[config.mk]
export PLATFORM = sky130hd
export DESIGN_NAME = uio_serial_tx
export DESIGN_NICKNAME = d
export VERILOG_FILES = /design/src/rtl/uio_serial_tx.sv
export SDC_FILE = /design/constraint.sdc
export NUM_CORES = 1
export LEC_CHECK = 0
export ABC_AREA = 0
export CAP_MARGIN = 20
export CORE_UTILIZATION = 40
export DETAILED_ROUTE_END_ITERATION = 10
export GPL_TIMING_DRIVEN = 0
export RECOVER_POWER = 50
export SYNTH_ARGS = -nofsm -noshare
export SYNTH_HDL_FRONTEND = slang
export SYNTH_SLANG_ARGS = --single-unit
[constraint.sdc]
create_clock -name clk -period 1.8 [get_ports clk]
set_input_delay 0.45 -clock clk [delete_from_list [all_inputs] [get_ports clk]]
set_output_delay 0.45 -clock clk [all_outputs]
set_load 0.02 [all_outputs]
[src/rtl/uio_serial_tx.sv]
`default_nettype none
// ============================================================================
//  Module   : uio_serial_tx
//  Purpose  : Byte-wide UART-style serial transmitter. Accepts a parallel byte
//             with a valid/ready handshake and shifts it out LSB first on a
//             single line: start bit, 8 data bits, optional even parity bit,
//             then one or two stop bits.
//  Ports    : clk       - system clock, rising-edge active
//             rst       - asynchronous active-high reset
//             tx_data   - byte to send, sampled only on acceptance
//             tx_valid  - producer has a byte available
//             tx_ready  - transmitter can accept a byte this cycle
//             tx_serial - serial line (idle/stop = 1, start = 0)
//             tx_busy   - a frame is in progress
//             tx_done   - one-cycle pulse on the first idle cycle after a frame
//  Revision : 1.0 - initial release
// ============================================================================
module uio_serial_tx #(
  parameter int CLKS_PER_BIT = 16,
  parameter int PARITY_EN    = 0,
  parameter int STOP_BITS    = 1
) (
  input  logic       clk,
  input  logic       rst,
  input  logic [7:0] tx_data,
  input  logic       tx_valid,
  output logic       tx_ready,
  output logic       tx_serial,
  output logic       tx_busy,
  output logic       tx_done
);

  // --------------------------------------------------------------------------
  // Elaboration-time parameter checks
  // --------------------------------------------------------------------------
  generate
    if (CLKS_PER_BIT < 2 || CLKS_PER_BIT > 255) begin : g_bad_clks_per_bit
      $error("uio_serial_tx: CLKS_PER_BIT must be in 2..255");
    end
    if (STOP_BITS != 1 && STOP_BITS != 2) begin : g_bad_stop_bits
      $error("uio_serial_tx: STOP_BITS must be 1 or 2");
    end
    if (PARITY_EN != 0 && PARITY_EN != 1) begin : g_bad_parity_en
      $error("uio_serial_tx: PARITY_EN must be 0 or 1");
    end
  endgenerate

  localparam int                C_BAUD_W    = $clog2(CLKS_PER_BIT);
  localparam logic [C_BAUD_W-1:0] C_BAUD_LAST = C_BAUD_W'(CLKS_PER_BIT - 1);
  localparam logic [C_BAUD_W-1:0] C_BAUD_ONE  = C_BAUD_W'(1);
  localparam logic [2:0]        C_STOP_LAST = 3'(STOP_BITS - 1);

  typedef enum logic [2:0] {
    S_IDLE   = 3'd0,
    S_START  = 3'd1,
    S_DATA   = 3'd2,
    S_PARITY = 3'd3,
    S_STOP   = 3'd4
  } state_t;

  state_t              state_q,  state_d;
  logic [C_BAUD_W-1:0] baud_q,   baud_d;
  logic [2:0]          bit_q,    bit_d;     // data bit index, reused as stop-bit index
  logic [7:0]          shreg_q,  shreg_d;
  logic                par_q,    par_d;
  logic                serial_q, serial_d;
  logic                ready_q,  ready_d;
  logic                busy_q,   busy_d;
  logic                done_q,   done_d;

  logic w_baud_last;
  assign w_baud_last = (baud_q == C_BAUD_LAST);

  // --------------------------------------------------------------------------
  // State and output registers
  // --------------------------------------------------------------------------
  always_ff @(posedge clk or posedge rst) begin
    if (rst) begin
      state_q  <= S_IDLE;
      baud_q   <= '0;
      bit_q    <= '0;
      shreg_q  <= '0;
      par_q    <= 1'b0;
      serial_q <= 1'b1;
      ready_q  <= 1'b1;
      busy_q   <= 1'b0;
      done_q   <= 1'b0;
    end else begin
      state_q  <= state_d;
      baud_q   <= baud_d;
      bit_q    <= bit_d;
      shreg_q  <= shreg_d;
      par_q    <= par_d;
      serial_q <= serial_d;
      ready_q  <= ready_d;
      busy_q   <= busy_d;
      done_q   <= done_d;
    end
  end

  // --------------------------------------------------------------------------
  // Next-state logic. Every output is computed here from the next state so
  // that the registered line value changes on the same edge as the state.
  // --------------------------------------------------------------------------
  always_comb begin
    state_d  = state_q;
    baud_d   = baud_q;
    bit_d    = bit_q;
    shreg_d  = shreg_q;
    par_d    = par_q;
    serial_d = serial_q;
    done_d   = 1'b0;

    case (state_q)
      S_IDLE: begin
        serial_d = 1'b1;
        baud_d   = '0;
        bit_d    = '0;
        if (tx_valid && ready_q) begin
          shreg_d  = tx_data;
          par_d    = ^tx_data;
          state_d  = S_START;
          serial_d = 1'b0;
        end
      end

      S_START: begin
        if (w_baud_last) begin
          baud_d   = '0;
          state_d  = S_DATA;
          serial_d = shreg_q[0];
        end else begin
          baud_d = baud_q + C_BAUD_ONE;
        end
      end

      S_DATA: begin
        if (w_baud_last) begin
          baud_d  = '0;
          shreg_d = {1'b0, shreg_q[7:1]};
          if (bit_q == 3'd7) begin
            bit_d = '0;
            if (PARITY_EN != 0) begin
              state_d  = S_PARITY;
              serial_d = par_q;
            end else begin
              state_d  = S_STOP;
              serial_d = 1'b1;
            end
          end else begin
            bit_d    = bit_q + 3'd1;
            // Next bit is the one about to land in shreg_q[0] after the shift.
            serial_d = shreg_q[1];
          end
        end else begin
          baud_d = baud_q + C_BAUD_ONE;
        end
      end

      S_PARITY: begin
        if (w_baud_last) begin
          baud_d   = '0;
          state_d  = S_STOP;
          serial_d = 1'b1;
        end else begin
          baud_d = baud_q + C_BAUD_ONE;
        end
      end

      S_STOP: begin
        serial_d = 1'b1;
        if (w_baud_last) begin
          baud_d = '0;
          if (bit_q == C_STOP_LAST) begin
            bit_d   = '0;
            state_d = S_IDLE;
            done_d  = 1'b1;
          end else begin
            bit_d = bit_q + 3'd1;
          end
        end else begin
          baud_d = baud_q + C_BAUD_ONE;
        end
      end

      default: begin
        state_d  = S_IDLE;
        baud_d   = '0;
        bit_d    = '0;
        serial_d = 1'b1;
      end
    endcase

    ready_d = (state_d == S_IDLE);
    busy_d  = (state_d != S_IDLE);
  end

  assign tx_ready  = ready_q;
  assign tx_serial = serial_q;
  assign tx_busy   = busy_q;
  assign tx_done   = done_q;

endmodule
`default_nettype wire

* Yosys cells after proc, flatten, opt, wreduce, memory -nomap -nowiden *
Cells that the tools add are included.
W data, S select, Z words.

word-level totals
  flip-flop bits (word level) = 22
  bits of input ports = 11
  output and inout bits = 4
  word-level logic and storage cells = 60

operators by class
  $add $sub $neg = 2
  eq/ne operators = 11
  muxes and demuxes = 27
  bitwise operators = 1
  reductions and logical operators = 11

operators by type and width
  operator               count
  $mux W3                11
  $mux W8                2
  $pmux W8 S2            1
  $pmux W3 S5            1
  $ne A2 B2 Y1 const B   5
  $logic_not A3 Y1       3
  $pmux W3 S3            1
  $reduce_and A3 Y1      3
  $mux W1                8
  $mux W4                2
  $eq A3 B2 Y1 const B   2
  $eq A3 B3 Y1 const B   2
  $add A4 B1 Y4 const B  1
  $eq A4 B4 Y1 const B   1
  $pmux W1 S4            1
  $reduce_or A4 Y1       1
  $add A3 B1 Y3 const B  1
  $eq A3 B1 Y1 const B   1
  $reduce_bool A3 Y1     1
  $reduce_bool A2 Y1     1
  $reduce_or A2 Y1       1
  $logic_and A1 B1 Y1    1
  $not A1 Y1             1

* Logic depth before layout (Yosys ltp) *
  depth after elaboration = 5
  gate-level depth with buffers = 7
  gate-level depth less buffers = 6

* Worst setup path before layout *
OpenSTA, ideal clock, no wires.

  kind = reg-to-reg
  from = register baud_q[0]
  to = register shreg_q[0]
  library setup time = 73 ps
  arrival = 1557 ps
  data required time = 1727 ps
  path slack = 170 ps
  stages on the path, launching flop included = 8
  buffers on the path = 2
  period minus slack after synthesis = 1630 ps
  cells stage by stage = dfrtp_1 > ha_1 > nand3_2 > or3_1 > buf_6 > and2_4 > buf_6 > a21oi_2

between the ends
  word-level cells in the longest chain between the ends = 3

ends and longest elaborated chain
  item                         line  text
  from (decl)                  62    logic [C_BAUD_W-1:0] baud_q, baud_d;
  from (signal assigned)       90    baud_q <= baud_d;
  $eq A4 B4 Y1                 72    assign w_baud_last = (baud_q == C_BAUD_LAST);
  $ne A2 B2 Y1 (no line)       --
  $reduce_and A3 Y1 (no line)  --
  to (signal assigned)         92    shreg_q <= shreg_d;
  to (decl)                    64    logic [7:0] shreg_q, shreg_d;

Every way passes these cells.
A chain may end at the register's enable or synchronous reset.

* Final worst setup path *
  from = register busy_q (netlist: tx_busy)
  to = output tx_busy

RTL lines
  item                    line  text
  from (decl)             68    logic busy_q, busy_d;
  from (signal assigned)  96    busy_q <= busy_d;
  to (decl)               29    output logic tx_busy,

No word-level cell between the ends.

==> key figures <==
Clocking
  – Clock slew seen by the registers of the worst setup and hold paths: between 0.1 and 0.15 ns
  – Largest buffer count on any clock path: 2
  – TritonCTS clock tree: yes
  – # clock sinks: 22
  – Number of H-tree branching levels: 1
  – Cts-stage hold buffer count: 0
  – Later-pin clock latency in the skew report: 0.31 ns
  – Clock buffers created by TritonCTS: 3
  – Root cell of the clock tree: clkbuf_4

GRT
  – Vias in the first global route: between 700 and 800
  – Total routing usage reported by global routing: 16.8%
  – Maximum number of pins on one net before global-route repair: 23
  – Number of antenna violations at the first check in global routing: 0
  – Grt total ovfl: 0
  – Global-route wire length before repair: 3520 µm

Placed design
  – Post-placement worst setup slack: -0.0181 ns
  – HPWL after DPL: 1480 µm
  – Final weighted congestion in routability-driven placement: 0.754
  – Port Buffers: 14
  – Placed cell count: 152

Floorplanning
  – Initial cell density of the core: 43.7%
  – Cell row count: 18
  – Height of the chip: around 55 µm
  – Top-level I/O count: 15
  – Full die area: 3000 µm²
  – Die outline width: 54.7 µm
  – Core area: between 2000 and 3000 µm²

Synth
  – Post-Synthesis Cells: 108
  – Count of warnings emitted by yosys: 0
  – Post-synthesis area per instance: 10.3 µm²
  – Flip-flop cell with the highest count after synthesis: dfrtp_1
  – Share of async-settable or async-resettable flops after synthesis: 100%
  – Post-synth top area share: between 40 and 50%
  – Post-synthesis cell area: approximately 1100 µm²
  – Cell type with the highest aggregate area in the netlist: dfrtp_1
  – Number of synthesized flops with an enable pin: 0
  – Register area share after synthesis: between 40% and 50%
  – Flops & latches, synth: 22
  – Synth cell types: 37
  – Area contributors post-synth: dfrtp_1 45%, a21oi_2 5.5%, o22ai_1 5.1%
  – Number of nets in the synthesized netlist: 123

Timing
  – Post-Route Hold Slack: around 0.52 ns
  – Post-route worst setup slack: 0.0947 ns
  – Highest Clock Rate: 586 MHz
  – Clock skew: 0.00595 ns
  – Pin slew with the least headroom to its limit: 0.810 ns
  – Final critical path time including I/O delays and setup: 1.71 ns
  – Setup TNS: 0 ns
  – Rel. slew slack: between 40% and 50%
  – Max Slew Vio Count: 0
  – Final setup violation count: 0
  – Period utilization: 94.7%
  – Final hold violations: 0
  – Setup repair after global routing missed its margin: no

Setup path
  – Timing endpoint of the critical path: tx_busy
  – Launching element type of the critical path: flip-flop
  – Worst Path Max Fanout: 1
  – Critical path's slowest cell: clkdlybuf4s50_1
  – CP delay by family, top: buffers and inverters
  – Critical Path RT: 1.35 ns
  – Nature of the critical path endpoint: primary output
  – Critical path class: flip-flop to primary output
  – Launch instance of the worst register-to-register path: baud_q[0]$_DFF_PP0_
  – End of the worst register-to-register path: shreg_q[6]$_DFFE_PP0P_
  – Critical Path Stages: 1
  – Setup slack of the worst register-to-register path: 0.12 ns
  – Buffer and inverter count on the worst path: 1
  – Peak per-stage delay on the critical path: 0.59 ns
  – Source of the critical timing path: tx_busy$_DFF_PP0_
  – Arrival time of the worst setup path: 1.26 ns
  – Worst Reg2Reg Path Length in Cells: 7
  – Series of cell instances along the critical path: clkdlybuf4s50_1

Routing
  – Mean routed wirelength per cell: between 10 and 15 µm
  – Number of vias after detailed routing: 829
  – Number of DRC markers after the initial detailed-route iteration: 8
  – Residual antenna-violating net count after detailed routing: 0
  – DR pass1 iterations: 4
  – Avg Vias per Cell: 5.28
  – DRC violations left: 0
  – Detailed-route wire length: 2130 µm

Power
  – Total power consumption of the routed design: 0.000903 W
  – PD cells: 661 nW/µm²
  – Leakage power summed over all cells: 0.646 nW
  – Maximum VDD drop: 0.460 mV

Run
  – Max Cap Viol: 0

Cells and area
  – Final Net Count: 143
  – Layout area overhead: 22.7%
  – Layout cell share with drive strength beyond 1: 22.8%
  – Number of antenna repair diodes: 0
  – Final cell count without fillers: around 160

Status
  – Result of the run: completed

Min path
  – Path class of the lowest-slack min-delay path: flip-flop to flip-flop
[cells in the mapped netlist (3+ instances only)]
cell type / count
ha_1: 4
o21ai_0: 4
a21oi_2: 7
o22ai_1: 9
nor3_1: 3
dfrtp_1: 20
nand2b_1: 3
nor2_1: 8
nand2_1: 3
inv_1: 12
a21oi_1: 3
[power by group]
group / internal, W / switching [W] / total (W)
Sequential: 0.000494 / 0 / 0.000494
Combinational: 0.0000191 / 0.0000120 / 0.0000312
Clock: 0.000225 / 0.000152 / 0.000377
Total: 0.000739 / 0.000164 / 0.000903
[per-layer routing]
layer | track usage (%) | wire length, µm
met2 | 25.3 | 936
met5 | 0 | 0
met4 | 8.12 | 37
met1 | 23.3 | 1100
met3 | 2.50 | 51
[what timing repair did]
action	4_1_cts	5_1_grt
buffers inserted	0	1
gates cloned	0	0
gates resized for setup	3	5
pin swaps	0	0
endpoints found under the setup margin	9	8
[state kept, by name, summed over array words and instances (netlist names)]
signal,flops
bit_q,3
tx_done,1
state_q,3
shreg_q,8
tx_ready,1
tx_busy,1
tx_serial,1
baud_q,4
[cell usage in the layout, fill, tap and decap left out, types with 3 or more instances in the layout]
| master | netlist | final |
|---|---|---|
| dfrtp_1 | 20 | 19 |
| inv_1 | 12 | 12 |
| clkdlybuf4s50_1 | 0 | 11 |
| o22ai_1 | 9 | 9 |
| nor2_1 | 8 | 7 |
| a21oi_2 | 7 | 7 |
| o21ai_0 | 4 | 4 |
| nand2_1 | 3 | 3 |
| nand2b_1 | 3 | 3 |
| nor3_1 | 3 | 3 |
| a21oi_1 | 3 | 3 |
| ha_1 | 4 | 3 |
| clkbuf_4 | 0 | 3 |
[cell type report]
| cell class | count | area, µm² |
|---|---|---|
| Tap cell | 30 | 37.5 |
| Clock inverter | 1 | 30.0 |
| Multi-Input combinational cell | 68 | 487 |
| Inverter | 12 | 45.0 |
| Clock buffer | 3 | 22.5 |
| Buffer | 6 | 43.8 |
| Fill cell | 250 | 1180 |
| Sequential cell | 22 | 554 |
| Timing Repair Buffer | 15 | 145 |
[metrics by stage]
stage | util (%) | instance area [µm²]
2_1_floorplan | - | 1110
3_3_place_gp | 50.7 | 1290
3_5_place_dp | 50.7 | 1290
4_1_cts | 52.8 | 1340
5_1_grt | 53.6 | 1370
6_report | 53.6 | 1370
[kinds of logic (layout without fill, tap and decap cells)]
logic type / after synthesis / count (layout) / synth area share (%)
fa+ha+maj: 4 / 4 / 4.50
xor+xnor: 2 / 2 / 1.58
compound gates: 30 / 30 / 18.8
simple gates: 30 / 30 / 15.6
flops: 22 / 22 / 49.7
buf+inv: 18 / 37 / 7.87
mux: 2 / 2 / 1.91
[how the worst min path moves through the flow]
| stage | start | to | slack, ns | depth (start not counted) |
|---|---|---|---|---|
| 2_1_floorplan | rst | baud_q[0]$_DFF_PP0_ | 0.44 | 1 |
| 3_3_place_gp | baud_q[0]$_DFF_PP0_ | baud_q[0]$_DFF_PP0_ | 0.48 | 1 |
| 3_5_place_dp | baud_q[0]$_DFF_PP0_ | baud_q[0]$_DFF_PP0_ | 0.49 | 1 |
| 4_1_cts | baud_q[0]$_DFF_PP0_ | baud_q[0]$_DFF_PP0_ | 0.51 | 1 |
| 5_1_grt | baud_q[0]$_DFF_PP0_ | baud_q[0]$_DFF_PP0_ | 0.55 | 1 |
| 6_report | baud_q[0]$_DFF_PP0_ | baud_q[0]$_DFF_PP0_ | 0.52 | 1 |
Power figures use the tool's default switching activity.
